**src/rtl/display_share_arbiter.sv**
```systemverilog
// Round-robin share of one 4-digit seven-segment scan driver among four requesters, plus scan-rate tick.
// Latency: req to gnt/disp_value is 1 cycle; owner data to disp_value is 1 cycle; owner change inserts 1 blank cycle.
// Backpressure: none; requests are level-sensitive and an owner keeps the grant until release or dwell-expiry preemption.
module display_share_arbiter #(
  parameter int unsigned DWELL    = 16,
  parameter int unsigned SCAN_DIV = 4
) (
  input  logic        clk,
  input  logic        reset,
  input  logic [3:0]  req,
  input  logic [63:0] data_in,
  output logic [3:0]  gnt,
  output logic [1:0]  owner,
  output logic [15:0] disp_value,
  output logic        disp_valid,
  output logic        scan_tick
);

  typedef enum logic [1:0] {
    S_IDLE    = 2'd0,
    S_GRANT   = 2'd1,
    S_HANDOFF = 2'd2
  } state_t;

  localparam logic [15:0] DWELL_MAX = 16'(DWELL - 1);
  localparam logic [15:0] SCAN_MAX  = 16'(SCAN_DIV - 1);

  state_t      state_q, state_d;
  logic [3:0]  gnt_q, gnt_d;
  logic [1:0]  owner_q, owner_d;
  logic [15:0] disp_value_q, disp_value_d;
  logic        disp_valid_q, disp_valid_d;
  logic [15:0] dwell_q, dwell_d;
  logic [15:0] scan_cnt_q, scan_cnt_d;
  logic        scan_tick_q, scan_tick_d;

  logic        pick_vld;
  logic [1:0]  pick_idx;
  logic        owner_req;
  logic        others_req;

  // Search starts just after the last owner, so the last owner is always considered last.
  function automatic logic [2:0] rr_pick(input logic [3:0] r, input logic [1:0] last);
    logic [2:0] res;
    logic [1:0] cand;
    res = 3'b000;
    for (int k = 4; k >= 1; k--) begin
      cand = last + 2'(k);
      if (r[cand]) res = {1'b1, cand};
    end
    return res;
  endfunction

  // Round-robin candidate and owner/contender request status for this cycle.
  always_comb begin
    {pick_vld, pick_idx} = rr_pick(req, owner_q);
    owner_req  = req[owner_q];
    others_req = |(req & ~(4'b0001 << owner_q));
  end

  // Arbitration next-state and registered output values.
  always_comb begin
    state_d      = state_q;
    gnt_d        = gnt_q;
    owner_d      = owner_q;
    disp_value_d = disp_value_q;
    disp_valid_d = disp_valid_q;
    dwell_d      = dwell_q;
    case (state_q)
      S_GRANT: begin
        if (!owner_req || ((dwell_q == DWELL_MAX) && others_req)) begin
          // Release or preemption: blank the display for one cycle, owner index retained.
          state_d      = S_HANDOFF;
          gnt_d        = 4'b0000;
          disp_valid_d = 1'b0;
          disp_value_d = 16'h0000;
          dwell_d      = 16'h0000;
        end else begin
          disp_value_d = data_in[{owner_q, 4'b0000} +: 16];
          if (dwell_q != DWELL_MAX) dwell_d = dwell_q + 16'd1;
        end
      end
      default: begin
        // IDLE and HANDOFF both pick a fresh owner if anyone is asking.
        if (pick_vld) begin
          state_d      = S_GRANT;
          gnt_d        = 4'b0001 << pick_idx;
          owner_d      = pick_idx;
          disp_value_d = data_in[{pick_idx, 4'b0000} +: 16];
          disp_valid_d = 1'b1;
        end else begin
          state_d      = S_IDLE;
          gnt_d        = 4'b0000;
          disp_value_d = 16'h0000;
          disp_valid_d = 1'b0;
        end
        dwell_d = 16'h0000;
      end
    endcase
  end

  // Free-running scan divider; pulse lands the cycle after the terminal count.
  always_comb begin
    scan_tick_d = (scan_cnt_q == SCAN_MAX);
    scan_cnt_d  = (scan_cnt_q == SCAN_MAX) ? 16'h0000 : scan_cnt_q + 16'd1;
  end

  // State and output registers; reset discards any grant in progress.
  always_ff @(posedge clk) begin
    if (reset) begin
      state_q      <= S_IDLE;
      gnt_q        <= 4'b0000;
      owner_q      <= 2'd3;
      disp_value_q <= 16'h0000;
      disp_valid_q <= 1'b0;
      dwell_q      <= 16'h0000;
      scan_cnt_q   <= 16'h0000;
      scan_tick_q  <= 1'b0;
    end else begin
      state_q      <= state_d;
      gnt_q        <= gnt_d;
      owner_q      <= owner_d;
      disp_value_q <= disp_value_d;
      disp_valid_q <= disp_valid_d;
      dwell_q      <= dwell_d;
      scan_cnt_q   <= scan_cnt_d;
      scan_tick_q  <= scan_tick_d;
    end
  end

  assign gnt        = gnt_q;
  assign owner      = owner_q;
  assign disp_value = disp_value_q;
  assign disp_valid = disp_valid_q;
  assign scan_tick  = scan_tick_q;

endmodule

```
**config.mk**
```make
export PLATFORM = sky130hd
export DESIGN_NAME = display_share_arbiter
export DESIGN_NICKNAME = d
export VERILOG_FILES = /design/src/rtl/display_share_arbiter.sv
export SDC_FILE = /design/constraint.sdc
export NUM_CORES = 1
export LEC_CHECK = 0
export ABC_AREA = 1
export BUFFER_PORTS_ARGS = -buffer_cell sky130_fd_sc_hd__buf_2
export CORE_ASPECT_RATIO = 0.6
export CORE_UTILIZATION = 45
export DETAILED_ROUTE_END_ITERATION = 8
export PLACE_DENSITY_LB_ADDON = 0.1
export SLEW_MARGIN = 20
export SYNTH_ARGS = -nofsm -noshare
export SYNTH_HDL_FRONTEND = slang
export SYNTH_SLANG_ARGS = --single-unit
```
**constraint.sdc**
```tcl
create_clock -name clk -period 7.1 [get_ports clk]
set_input_delay 2.13 -clock clk [delete_from_list [all_inputs] [get_ports clk]]
set_output_delay 2.13 -clock clk [all_outputs]
set_load 0.005 [all_outputs]
```
== After elaboration in Yosys (flattened, before gate mapping) ==
Index checks and enable logic that the tools add are counted.
Cells by class
  $lt $le $gt $ge: 4
  reduce and logical (&&, ||, !) cells: 7
  bitwise logic cells: 3
  add/subtract/negate cells: 5
  mux-type cells: 24
  equal/unequal tests: 5
  shifts and indexed selects: 4
Operators with widths (number)
  $shiftx A64 B7 Y16: 2
  $mux W16: 3
  $add A16 B1 Y16 const B: 2
  $eq A16 B2 Y1 const B: 1
  $eq A16 B4 Y1 const B: 1
  $ne A16 B4 Y1 const B: 1
  $lt A2 B3 Y1 const B: 4
  $mux W3: 4
  $mux W4: 3
  $bmux W1 S2: 4
  $mux W1: 8
  $shl A1 B2 Y4 const A: 2
  $add A2 B2 Y2 const B: 2
  $and A4 B4 Y4: 1
  $mux W2: 2
  $not A4 Y4: 1
  $reduce_or A4 Y1: 1
  $reduce_or A3 Y1: 1
  $add A2 B1 Y2 const B: 1
  $eq A2 B1 Y1 const B: 1
  $ne A2 B2 Y1 const B: 1
  $reduce_and A2 Y1: 1
  $reduce_or A2 Y1: 1
  $logic_and A1 B1 Y1: 1
  other kinds (3): 3
Word-level totals
  input port bits: 70
  logic and storage cells: 60
  output and inout port bits: 24
  bits in registers: 58

== Logic depth before layout (Yosys ltp) ==
Gate-level depths: netlist of the first run.
  depth in word-level cells: 9
  depth in mapped cells: 18
  mapped depth without buffers: 15

== Worst setup path after synthesis of the first run ==
No wires, ideal clock.
  kind: input to register
  start: input port req[3]
  end: register disp_value_q[12], in the netlist disp_value[12]
  setup time: 0.132 ns
  arrival time: 3.337 ns
  path slack: 3.631 ns
  required time: 6.968 ns
  buffers on the path: 2
  stages on the path: 13
  path through: inv_1 > o21ai_0 > nand2_1 > nand2_1 > nand2_2 > nand3_2 > nand2_4 > buf_8 > buf_8 > nand2_2 > nand3_2 > nand2_1 > a21oi_2
On the way
  word-level cells in the longest chain between the ends: 9
  elaborated cells between the ends (all ways): 21
  those cells by class: shift: 1; mux: 15; bitwise: 1; reduce/logical: 4
Ends and longest elaborated chain
  start: declaration: line 10  | input logic [3:0] req,
  $bmux W1 S2: line 49, 57
  $mux W1 (implied by the code): line 49, 57
  $mux W3 (4 in series): line 49  | if (r[cand]) res = {1'b1, cand};
  $shiftx A64 B7 Y16: line 89  | disp_value_d = data_in[{pick_idx, 4'b0000} +: 16];
  $mux W16: line 85  | if (pick_vld) begin
  $mux W16 (*): line 69  | case (state_q)
  end signal: assignment: line 123  | disp_value_q <= disp_value_d;
  end: declaration: line 31  | logic [15:0] disp_value_q, disp_value_d;
Mark *: on every way between the ends. The rest lies on a longest branch, timed or not. The select of a mux whose other input is x is not followed.
A chain may end at the register's enable or synchronous reset.

== Worst setup path in the final report of the first run ==
  start: input port req[3]
  end: register disp_value_q[0], in the netlist disp_value[0]
The elaborated chain is that of the path after synthesis.

==> results of run 1 <==
==> Yosys cell counts, types with 5 or more instances <==
master / instances
sky130_fd_sc_hd__nand3_1: 53
sky130_fd_sc_hd__nand4_1: 10
sky130_fd_sc_hd__or2_2: 10
sky130_fd_sc_hd__dfxtp_1: 57
sky130_fd_sc_hd__nor2_1: 39
sky130_fd_sc_hd__nor3_1: 12
sky130_fd_sc_hd__clkbuf_1: 12
sky130_fd_sc_hd__nand2_1: 137
sky130_fd_sc_hd__o21ai_0: 32
sky130_fd_sc_hd__xor2_1: 5
sky130_fd_sc_hd__inv_1: 65
sky130_fd_sc_hd__a31oi_1: 5
sky130_fd_sc_hd__buf_2: 6
sky130_fd_sc_hd__nand3_2: 5
sky130_fd_sc_hd__nand2_2: 6
sky130_fd_sc_hd__ha_1: 6
sky130_fd_sc_hd__a21oi_1: 67
==> placed cells by master (no fill, tap or decap), types with 2 or more instances in the layout <==
cell type	n
sky130_fd_sc_hd__or2_2	10
sky130_fd_sc_hd__nand2_1	137
sky130_fd_sc_hd__buf_2	93
sky130_fd_sc_hd__o22ai_1	2
sky130_fd_sc_hd__nor2_1	39
sky130_fd_sc_hd__nor4_1	4
sky130_fd_sc_hd__o21a_1	2
sky130_fd_sc_hd__o21ai_1	3
sky130_fd_sc_hd__inv_1	65
sky130_fd_sc_hd__bufinv_16	3
sky130_fd_sc_hd__xnor2_1	3
sky130_fd_sc_hd__xor2_1	5
sky130_fd_sc_hd__dfxtp_1	56
sky130_fd_sc_hd__a21oi_1	67
sky130_fd_sc_hd__ha_1	6
sky130_fd_sc_hd__clkbuf_8	3
sky130_fd_sc_hd__nand3_2	5
sky130_fd_sc_hd__nor3b_1	3
sky130_fd_sc_hd__nand2_2	6
sky130_fd_sc_hd__nand3_1	53
sky130_fd_sc_hd__clkbuf_16	9
sky130_fd_sc_hd__a21oi_2	2
sky130_fd_sc_hd__o211ai_1	3
sky130_fd_sc_hd__nor3_1	12
sky130_fd_sc_hd__inv_2	4
sky130_fd_sc_hd__nand4_1	10
sky130_fd_sc_hd__o21ai_0	32
sky130_fd_sc_hd__nor2_2	2
sky130_fd_sc_hd__a31oi_1	5
==> power by group through the flow <==
stage	registers, uW	logic, uW	clock network [uW]
6_report	439	957	522
3_3_place_gp	443	919	0
5_1_grt	447	1080	541
4_1_cts	437	944	528
3_5_place_dp	442	937	0
2_1_floorplan	413	775	0
==> worst max-delay path, stage by stage <==
cell	delay, ns
sky130_fd_sc_hd__buf_2	0.09
sky130_fd_sc_hd__inv_1	0.08
sky130_fd_sc_hd__o21ai_0	0.14
sky130_fd_sc_hd__nand2_1	0.16
sky130_fd_sc_hd__nand2_1	0.06
sky130_fd_sc_hd__nand3_1	0.08
sky130_fd_sc_hd__nand2_1	0.05
sky130_fd_sc_hd__buf_4	0.21
sky130_fd_sc_hd__inv_1	0.34
sky130_fd_sc_hd__nand3_2	0.28
sky130_fd_sc_hd__or2_2	0.35
sky130_fd_sc_hd__nand4_1	0.09
sky130_fd_sc_hd__nand2_1	0.06
==> registers in the layout, summed over array words and instances, names as in the netlist <==
signal,cells
disp_value,16
dwell_q,16
gnt,4
owner,2
scan_cnt_q,16
scan_tick,1
state_q,2
==> routing by layer <==
| layer | wire [um] | vias to the layer above | GRT usage (%) |
|---|---|---|---|
| met5 | 0 | - | 0 |
| met4 | 104 | 0 | 5.345 |
| met3 | 971 | 11 | 8.655 |
| met2 | 4412 | 186 | 40.13 |
| met1 | 4932 | 1770 | 37.12 |
| li1 | - | 2013 | - |
==> stage by stage <==
stage	hold WS (ns)	cell area, um^2
floorplan	0.4175	3585
global placement	0.4327	4054
detailed placement	0.4420	4054
CTS	0.4515	4418
global route	0.4825	4418
finish	0.4477	4418
==> cell families (layout without fill, tap and decap cells) <==
family / after synthesis / after routing
compound gates: 118 / 118
xor+xnor: 8 / 8
fa+ha+maj: 6 / 6
buf+inv: 94 / 181
flops: 57 / 57
simple gates: 282 / 282
==> cell type report <==
class	instances	area (um^2)	share of cell area, %
multi-input combinational	414	2039	46.16
tap	104	130.1	2.945
sequential	57	1142	25.86
clock inverter	4	97.59	2.209
timing repair buffer	94	473.0	10.71
clock buffer	12	266.5	6.032
inverter	71	269.0	6.089
==> worst min-delay path by stage <==
| stage | endpoint | startpoint | slack [ns] |
|---|---|---|---|
| detailed placement | scan_cnt_q[0] | scan_cnt_q[0] | 0.44 |
| global placement | scan_cnt_q[0] | scan_cnt_q[0] | 0.43 |
| CTS | scan_cnt_q[0] | scan_cnt_q[0] | 0.45 |
| floorplan | scan_cnt_q[0] | scan_cnt_q[0] | 0.42 |
| finish | scan_cnt_q[0] | scan_cnt_q[0] | 0.45 |
| global route | scan_cnt_q[0] | scan_cnt_q[0] | 0.48 |
==> metrics.log, run 1 <==
INFO  metric synthTopCellsByArea = sky130_fd_sc_hd__dfxtp_1 (32%), sky130_fd_sc_hd__nand2_1 (14%), sky130_fd_sc_hd__a21oi_1 (9.4%)
INFO  metric antenna_found_initial = 0
INFO  metric power.leakage = 0.002035 uW
INFO  metric placed_cells_incl_taps = 740
INFO  metric synthDistinctLibCells = 35
INFO  metric finish.net_count = 723
INFO  metric synthDominantCellAreaShare = 31.83%
INFO  metric worst_setup_path_end_kind = flip-flop
INFO  metric rsz0062_at_grt = no
INFO  metric largest_family_of_logic_cells_by_synthesized_area = simple AND/OR/NAND/NOR gates
INFO  metric seq_area_frac_synth = 31.83%
INFO  metric ff_to_ff_start = owner[0]
INFO  metric timing_hold_violations_final = 0
INFO  metric cap_violations = 0
INFO  metric r2r-end = disp_value[0]
INFO  metric syn_nets = 641
INFO  metric final_core_utilization = 59.09%
INFO  metric design.die.area = 8339 um^2
INFO  metric fmaxAchievable = 255.6 MHz
INFO  metric synth_top_area_cell = sky130_fd_sc_hd__dfxtp_1
INFO  metric worst-slew-pin-transition = 1.020 ns
INFO  metric layout_worst_path_cycle_share = 55.11%
INFO  metric vias_per_instance = 5.265
INFO  metric instances_no_fill = 756
INFO  metric clk_path_buf_depth = 2
INFO  metric cts_post_setup_buffers_inserted = 0
INFO  metric syn-mean-instance-area = 6.345 um^2
INFO  metric die-height = 71.14 um
INFO  metric pwr-share-comb = 49.9%
INFO  metric synth_top_flop_cell = sky130_fd_sc_hd__dfxtp_1
INFO  metric holdPathStages = 1
INFO  metric tritoncts_buffer_count = 9
INFO  metric fin_total_pwr = 1919 uW
INFO  metric totalWireLength = 10.42 mm
INFO  metric grt_pass1_wl = 16.95 mm
INFO  metric finalWorstPathRequiredPeriod = 3.913 ns
INFO  metric synth-edff-count = 0
INFO  metric netSwitchingPower = 856.8 uW
INFO  metric p_per_area = 434.3 nW/um^2
INFO  metric core.rowCount = 24
INFO  metric reg2reg_setup_slack = 3.34 ns
INFO  metric maxSlewHeadroom = 31.90%
INFO  metric pre_cts_ws = 2.912 ns
INFO  metric pin_count_of_the_biggest_net_entering_global_routing = 54
INFO  metric path_max_fanout = 20
INFO  metric synth_simple_gate_area_share = 35.43%
INFO  metric tns = 0 ns
INFO  metric worst_setup_hold_path_clk_slew = 0.05 ns
INFO  metric grt_overflow = 0
INFO  metric routabilityCongestion = 0.8885
INFO  metric synth-compound-area-share = 17.42%
INFO  metric buffer_ports.inserted = 93
INFO  metric worst_ir_drop_vdd = 175.2 uV
INFO  metric dpl.hpwl = 7.432 mm
INFO  metric maxSlewViolCount = 0
INFO  metric finalClockSkew = 0.007052 ns
INFO  metric holdBufCountCts = 0
INFO  metric pwr-share-seq = 22.9%
INFO  metric final_antenna_net_count = 0
INFO  metric fp.dieW = 117.2 um
INFO  metric core_region_area = 7477 um^2
INFO  metric synthCells = 565
INFO  metric detailedRoute.firstIterationViolations = 415
INFO  metric routedWlPerCell = 13.78 um
INFO  metric power_frac_clock = 27.2%
INFO  metric insertedDiodeCount = 0
INFO  metric ys_async_sr_fraction = 0%
INFO  metric remaining_drc_errors = 0
INFO  metric critical_path.endpoint = disp_value[0]
INFO  metric cts_htree_levels = 3
INFO  metric switching_share = 44.66%
INFO  metric first_pass_iters = 5
INFO  metric min-delay-path-class = flip-flop to flip-flop
INFO  metric crit_start = req[3]
INFO  metric globalRouteTotalUtil = 26.62%
INFO  metric worstSetupStartpointType = primary input
INFO  metric post_synth_xor_xnor_area = 1.955%
INFO  metric post_synth_mux_area_share = 0%
INFO  metric clkSinkCount = 57
INFO  metric synth.yosys.warnings = 0
INFO  metric num-fill-cells = 751
INFO  metric grt_pass1_vias = 3,603
INFO  metric synth_fa_ha_area_share = 2.094%
INFO  metric worst_skew_pair.late_latency = 0.33 ns
INFO  metric crit_arrival = 4.13 ns
INFO  metric netlist_area = 3585 um^2
INFO  metric vias = 3,980
INFO  metric postSynthRegisterBits = 57
INFO  metric area.growth.synth_to_final = 23.25%
INFO  metric worstSetupPathType = primary input to flip-flop
INFO  metric finalSetupViolations = 0
INFO  metric quantity_of_gates_resized_following_cts = 0
INFO  metric cts_root_buf = sky130_fd_sc_hd__clkbuf_16
INFO  metric final_layout_size_suffix_gt1_share = 21.78%
INFO  metric start_util = 47.94%
INFO  metric tritoncts = built
INFO  metric internal_power = 1062 uW
INFO  metric r2r_cells = 14
INFO  metric postLayoutSetupSlackWorst = 3.187 ns
INFO  metric outcome = finished, final reports clean
INFO  metric boundaryPins = 94
INFO  metric cp_data_required_time = 7.32 ns
(Power assumes the default switching activity.)
==> run 2: changes to the inputs <==
==> constraint.sdc (replaced) <==
create_clock -name clk -period 3.8 [get_ports clk]
set_input_delay 1.14 -clock clk [delete_from_list [all_inputs] [get_ports clk]]
set_output_delay 1.14 -clock clk [all_outputs]
set_load 0.005 [all_outputs]
==> run 2 against run 1 <==
Effect of this change:
- cell count grew 0.66%
- via count shrank 0.90%
- clock-buffer cell count shrank 2
- setup slack lost 2.2 ns
- non-clock buffer count grew 5
- core utilization shrank 0.20 points
- global-route usage shrank 0.23 points
- first-iteration DRC count shrank 22%
- sequential share of layout area grew 0.088 points
- final area shrank 0.34%
- worst hold slack lost 0.0026 ns
- critical endpoint is now disp_value[5]
==> metrics.log, run 2 (same netlist as run 1, synthesis figures left out) <==
INFO  metric cp_data_required_time = 4.00 ns
INFO  metric core.rowCount = 24
INFO  metric routabilityCongestion = 0.9451
INFO  metric grt_pass1_wl = 16.75 mm
INFO  metric worstSetupPathType = primary input to flip-flop
INFO  metric tns = 0 ns
INFO  metric r2r-end = disp_value[5]
INFO  metric globalRouteTotalUtil = 26.38%
INFO  metric tritoncts = built
INFO  metric min-delay-path-class = flip-flop to flip-flop
INFO  metric detailedRoute.firstIterationViolations = 325
INFO  metric path_max_fanout = 30
INFO  metric layout_commonest_cell = sky130_fd_sc_hd__nand2_1
INFO  metric reg2reg_setup_slack = 1.22 ns
INFO  metric maxSlewHeadroom = 52.68%
INFO  metric cts_root_buf = sky130_fd_sc_hd__clkbuf_16
INFO  metric p_per_area = 792.1 nW/um^2
INFO  metric ff_latch_area = 1142 um^2
INFO  metric holdBufCountCts = 0
INFO  metric pwr-share-comb = 53.3%
INFO  metric first_pass_iters = 5
INFO  metric dpl.hpwl = 7.353 mm
INFO  metric final_layout_size_suffix_gt1_share = 22.22%
INFO  metric power_frac_clock = 24.5%
INFO  metric insertedDiodeCount = 0
INFO  metric worstHoldStart = scan_cnt_q[0]
INFO  metric crit_arrival = 3.00 ns
INFO  metric routedWlPerCell = 13.57 um
INFO  metric die-height = 71.14 um
INFO  metric ff_to_ff_start = owner[1]
INFO  metric grt_pass1_vias = 3,564
INFO  metric vias = 3,944
INFO  metric holdPathStages = 1
INFO  metric multi_input_logic_area = 2039 um^2
INFO  metric cts_post_setup_buffers_inserted = 0
INFO  metric postLayoutSetupSlackWorst = 0.9987 ns
INFO  metric finalWorstPathRequiredPeriod = 2.801 ns
INFO  metric tritoncts_buffer_count = 9
INFO  metric pre_cts_ws = 0.6985 ns
INFO  metric finalSetupViolations = 0
INFO  metric finalClockSkew = 0.006641 ns
INFO  metric quantity_of_gates_resized_following_cts = 0
INFO  metric num-fill-cells = 678
INFO  metric core_region_area = 7477 um^2
INFO  metric fp.dieW = 117.2 um
INFO  metric holdPathEnd = scan_cnt_q[0]
INFO  metric rsz0062_at_grt = no
INFO  metric vias_per_instance = 5.183
INFO  metric worst_setup_path_end_kind = flip-flop
INFO  metric mostFrequentLayoutCells = sky130_fd_sc_hd__nand2_1 (137), sky130_fd_sc_hd__buf_2 (93), sky130_fd_sc_hd__a21oi_1 (67)
INFO  metric cap_violations = 0
INFO  metric worst_ir_drop_vdd = 306.6 uV
INFO  metric finish.net_count = 728
INFO  metric maxSlewViolCount = 0
INFO  metric buffer_ports.inserted = 93
INFO  metric worstSetupStartpointType = primary input
INFO  metric fmaxAchievable = 357.0 MHz
INFO  metric worst_setup_hold_path_clk_slew = 0.05 ns
INFO  metric remaining_drc_errors = 0
INFO  metric area.growth.synth_to_final = 22.83%
INFO  metric worst-slew-pin-transition = 0.7077 ns
INFO  metric power.leakage = 0.002037 uW
INFO  metric pwr-share-seq = 22.2%
INFO  metric clk_path_buf_depth = 2
INFO  metric start_util = 47.94%
INFO  metric netSwitchingPower = 1604 uW
INFO  metric grt_overflow = 0
INFO  metric antenna_found_initial = 0
INFO  metric cts_htree_levels = 3
INFO  metric pin_count_of_the_biggest_net_entering_global_routing = 41
INFO  metric timing_hold_violations_final = 0
INFO  metric totalWireLength = 10.32 mm
INFO  metric layout_worst_path_cycle_share = 73.72%
INFO  metric switching_share = 46.00%
INFO  metric clkSinkCount = 57
INFO  metric final_antenna_net_count = 0
INFO  metric outcome = finished, final reports clean
INFO  metric boundaryPins = 94
INFO  metric internal_power = 1883 uW
INFO  metric r2r_cells = 13
INFO  metric design.die.area = 8339 um^2
INFO  metric worst_skew_pair.late_latency = 0.33 ns
-- run 2: cell count changes in the layout (fill, tap and decap cells not counted) --
cell                        change
sky130_fd_sc_hd__buf_4          +5
sky130_fd_sc_hd__bufinv_16      -1
sky130_fd_sc_hd__clkbuf_1       +1
sky130_fd_sc_hd__clkbuf_8       -3
sky130_fd_sc_hd__clkinv_2       +3
-- run 2: layout make-up --
cell class	count	share of cell area [%]
timing repair buffer	99	11.59
inverter	71	6.110
clock buffer	10	5.200
sequential	57	25.94
multi-input combinational	414	46.32
clock inverter	6	1.876
tap	104	2.955
-- run 2: critical path, stage by stage --
cell                      delay [ns]
sky130_fd_sc_hd__buf_2          0.07
sky130_fd_sc_hd__inv_1          0.05
sky130_fd_sc_hd__o21ai_0        0.32
sky130_fd_sc_hd__nand2_1        0.12
sky130_fd_sc_hd__nand2_1        0.10
sky130_fd_sc_hd__nand2_2        0.07
sky130_fd_sc_hd__nand3_2        0.18
sky130_fd_sc_hd__nand2_4        0.25
sky130_fd_sc_hd__nor2_2         0.41
sky130_fd_sc_hd__nand2_1        0.10
sky130_fd_sc_hd__nand3_1        0.11
sky130_fd_sc_hd__a21oi_1        0.07
-- run 2: through the flow --
step	cells	instance area [um^2]	total power, uW	hold WS [ns]	utilization, %
5_1_grt	761	4403	3776	0.4833	58.89
2_1_floorplan	565	3585	2219	0.4175	-
3_3_place_gp	745	4091	2578	0.4313	54.72
4_1_cts	761	4403	3482	0.4483	58.89
6_report	761	4403	3488	0.4451	58.89
3_5_place_dp	745	4091	2609	0.4410	54.72
-- run 2: how the worst max path moves through the flow --
stage	startpoint	to	slack (ns)
2_1_floorplan	req[3]	disp_value[12]	1.32
3_3_place_gp	req[3]	disp_value[13]	0.79
3_5_place_dp	req[3]	disp_value[5]	0.70
4_1_cts	req[3]	disp_value[5]	1.04
5_1_grt	req[3]	disp_value[10]	0.74
6_report	req[3]	disp_value[5]	1.0
-- run 2: power by group through the flow --
stage	Clock [uW]	Combinational (uW)	Sequential, uW
after floorplan	0	1450	772
after global placement	0	1790	787
after detailed placement	0	1820	785
after CTS	869	1840	774
after global routing	895	2100	785
final	854	1860	776
-- run 2: routing by layer --
metal	GRT usage [%]	wire length [um]	vias to the layer above
met5	0	0	-
met1	36.79	4888	1742
met3	7.369	1026	13
li1	-	-	2030
met4	9.001	104	0
met2	38.95	4303	159
==> run 3: changes to the inputs <==
--- a/config.mk
+++ b/config.mk
@@ -5,7 +5,7 @@
 export SDC_FILE = /design/constraint.sdc
 export NUM_CORES = 1
 export LEC_CHECK = 0
-export ABC_AREA = 1
+export ABC_AREA = 0
 export BUFFER_PORTS_ARGS = -buffer_cell sky130_fd_sc_hd__buf_2
 export CORE_ASPECT_RATIO = 0.6
 export CORE_UTILIZATION = 45
==> constraint.sdc (replaced) <==
create_clock -name clk -period 2.82 [get_ports clk]
set_input_delay 0.846 -clock clk [delete_from_list [all_inputs] [get_ports clk]]
set_output_delay 0.846 -clock clk [all_outputs]
set_load 0.005 [all_outputs]
==> run 3 against run 2 <==
Effect of this change:
- sequential cell count did not move
- largest cell class unchanged
- clock-buffer cell count up 1
- first-iteration DRC count shrank 42%
- register-to-register slack worse by 0.95 ns
- critical path depth fell by 3
- via count fell by 29%
- wire length shrank 27%
- critical path type is now flip-flop to flip-flop
==> metrics.log, run 3 <==
INFO  metric crit_arrival = 2.79 ns
INFO  metric synthTopCellsByArea = sky130_fd_sc_hd__dfxtp_1 (35%), sky130_fd_sc_hd__mux4_2 (17%), sky130_fd_sc_hd__nor2_1 (4.7%)
INFO  metric postLayoutSetupSlackWorst = 0.2732 ns
INFO  metric vias = 2,817
INFO  metric remaining_drc_errors = 0
INFO  metric netlist_top_cells_count = sky130_fd_sc_hd__dfxtp_1 (57), sky130_fd_sc_hd__nor2_1 (41), sky130_fd_sc_hd__mux4_2 (25)
INFO  metric cap_violations = 0
INFO  metric layout_worst_path_cycle_share = 90.31%
INFO  metric globalRouteTotalUtil = 20.29%
INFO  metric worst_setup_hold_path_clk_slew = 0.05 ns
INFO  metric largest_family_of_logic_cells_by_synthesized_area = multiplexers
INFO  metric tritoncts_buffer_count = 9
INFO  metric routedWlPerCell = 14.79 um
INFO  metric finish.net_count = 490
INFO  metric seq_area_frac_synth = 34.68%
INFO  metric worst_setup_path_end_kind = flip-flop
INFO  metric first_pass_iters = 4
INFO  metric area.growth.synth_to_final = 24.49%
INFO  metric synth_fa_ha_area_share = 2.281%
INFO  metric maxSlewHeadroom = 48.82%
INFO  metric layout_commonest_cell = sky130_fd_sc_hd__buf_2
INFO  metric clkSinkCount = 57
INFO  metric vias_per_instance = 5.567
INFO  metric timing.critical_path.slowest_cell_delay = 0.50 ns
INFO  metric mostFrequentLayoutCells = sky130_fd_sc_hd__buf_2 (93), sky130_fd_sc_hd__dfxtp_1 (57), sky130_fd_sc_hd__nor2_1 (41)
INFO  metric design.die.area = 7670 um^2
INFO  metric synthDominantCellAreaShare = 34.68%
INFO  metric power.leakage = 0.001745 uW
INFO  metric multi_input_logic_area = 1984 um^2
INFO  metric worstPathCellList = inv_1, ha_1, mux2_1, a21oi_1, o21ai_1, a32o_1, buf_12, nand2b_1, o221ai_1
INFO  metric finalWorstPathRequiredPeriod = 2.547 ns
INFO  metric grt_pass1_vias = 2,513
INFO  metric core.rowCount = 23
INFO  metric synthDistinctLibCells = 50
INFO  metric synth-edff-count = 0
INFO  metric final_core_utilization = 59.56%
INFO  metric ys_async_sr_fraction = 0%
INFO  metric worst_ir_drop_vdd = 285.4 uV
INFO  metric worst_skew_pair.late_latency = 0.32 ns
INFO  metric grt_overflow = 0
INFO  metric core_region_area = 6878 um^2
INFO  metric worstSetupPathType = flip-flop to flip-flop
INFO  metric pin_count_of_the_biggest_net_entering_global_routing = 29
INFO  metric p_per_area = 747.2 nW/um^2
INFO  metric totalWireLength = 7.486 mm
INFO  metric synthCells = 323
INFO  metric buffer_ports.inserted = 93
INFO  metric post_synth_mux_area_share = 21.44%
INFO  metric quantity_of_gates_resized_following_cts = 0
INFO  metric postSynthRegisterBits = 57
INFO  metric fmaxAchievable = 392.6 MHz
INFO  metric fp.dieW = 112.4 um
INFO  metric final_antenna_net_count = 0
INFO  metric min-delay-path-class = flip-flop to flip-flop
INFO  metric synth_top_flop_cell = sky130_fd_sc_hd__dfxtp_1
INFO  metric grt_pass1_wl = 11.92 mm
INFO  metric die-height = 68.24 um
INFO  metric synth-compound-area-share = 11.75%
INFO  metric synth_top_area_cell = sky130_fd_sc_hd__dfxtp_1
INFO  metric num-fill-cells = 596
INFO  metric worstSetupStartpointType = flip-flop
INFO  metric cts_htree_levels = 3
INFO  metric insertedDiodeCount = 0
INFO  metric holdBufCountCts = 0
INFO  metric outcome = finished, final reports clean
INFO  metric synth_simple_gate_area_share = 17.64%
INFO  metric synth.yosys.warnings = 0
INFO  metric start_util = 47.84%
INFO  metric clk_path_buf_depth = 2
INFO  metric boundaryPins = 94
INFO  metric dpl.hpwl = 5.483 mm
INFO  metric path_max_fanout = 28
INFO  metric cts_post_setup_buffers_inserted = 0
INFO  metric syn_nets = 399
INFO  metric cts_root_buf = sky130_fd_sc_hd__clkbuf_16
INFO  metric worst-slew-pin-transition = 0.7648 ns
INFO  metric routabilityCongestion = 0.7878
INFO  metric antenna_found_initial = 0
INFO  metric final_layout_size_suffix_gt1_share = 35.32%
INFO  metric ff_latch_area = 1141 um^2
INFO  metric post_synth_xor_xnor_area = 7.186%
INFO  metric cp_data_required_time = 3.06 ns
INFO  metric critical_path.slowest_cell = sky130_fd_sc_hd__ha_1
INFO  metric finalClockSkew = 0.004041 ns
INFO  metric syn-mean-instance-area = 10.19 um^2
INFO  metric rsz0062_at_grt = no
INFO  metric timing_hold_violations_final = 0
INFO  metric tritoncts = built
INFO  metric netlist_area = 3291 um^2
INFO  metric post-synth-top-count-cell = sky130_fd_sc_hd__dfxtp_1
INFO  metric finalSetupViolations = 0
INFO  metric detailedRoute.firstIterationViolations = 188
INFO  metric tns = 0 ns
INFO  metric maxSlewViolCount = 0
INFO  metric pre_cts_ws = 0.1159 ns
-- run 3: logic make-up (layout without fill, tap and decap cells) --
family          after synthesis  count (layout)
simple gates                117             117
flops                        57              57
compound gates               47              47
mux                          37              37
buf+inv                      32             128
xor+xnor                     27              27
fa+ha+maj                     6               6
-- run 3: layout make-up --
type / count / share of cell area [%]
multi-input combinational: 234 / 48.44
sequential: 57 / 27.86
timing repair buffer: 101 / 13.13
clock buffer: 11 / 6.170
tap: 87 / 2.657
inverter: 11 / 1.008
clock inverter: 5 / 0.7330
-- run 3: metrics by stage --
stage / std cells / total power (uW) / hold slack, ns / instance area [um^2]
2_1_floorplan: 323 / 1795 / 0.4261 / 3291
3_3_place_gp: 490 / 2068 / 0.4416 / 3814
3_5_place_dp: 490 / 2077 / 0.4427 / 3814
4_1_cts: 506 / 3100 / 0.4516 / 4096
5_1_grt: 506 / 3216 / 0.4836 / 4096
6_report: 506 / 3061 / 0.4574 / 4096
-- run 3: where the power goes --
part	internal, uW	switching, uW	total (uW)	leakage [uW]
combinational	575	516	1090	0.00114
clock	636	375	1010	0.000137
sequential	921	38.3	959	0.000465
total	2130	929	3060	0.00174
-- run 3: routing by layer --
| metal | share of wire, % | track usage, % |
|---|---|---|
| met5 | 0 | 0 |
| met4 | 0.76 | 6.167 |
| met3 | 7.5 | 7.086 |
| met2 | 43 | 31.68 |
| met1 | 49 | 26.74 |
-- run 3: worst paths after layout --
kind                    end      from  cells after the start  slack (ns)
min reg2reg          gnt[1]    gnt[1]                      2        0.46
max reg2reg  disp_value[10]  owner[1]                      9        0.27
min                  gnt[1]    gnt[1]                      2        0.46
max          disp_value[10]  owner[1]                      9        0.27
-- run 3: critical path: cells and delay by family (launching register included) --
kind	cells	cell delay, ns
AO/OA/AOI/OAI	4	0.70
adder cells (fa/ha/maj)	1	0.50
multiplexers	1	0.35
flip-flops	1	0.33
buffers and inverters	2	0.29
AND/OR/NAND/NOR	1	0.29
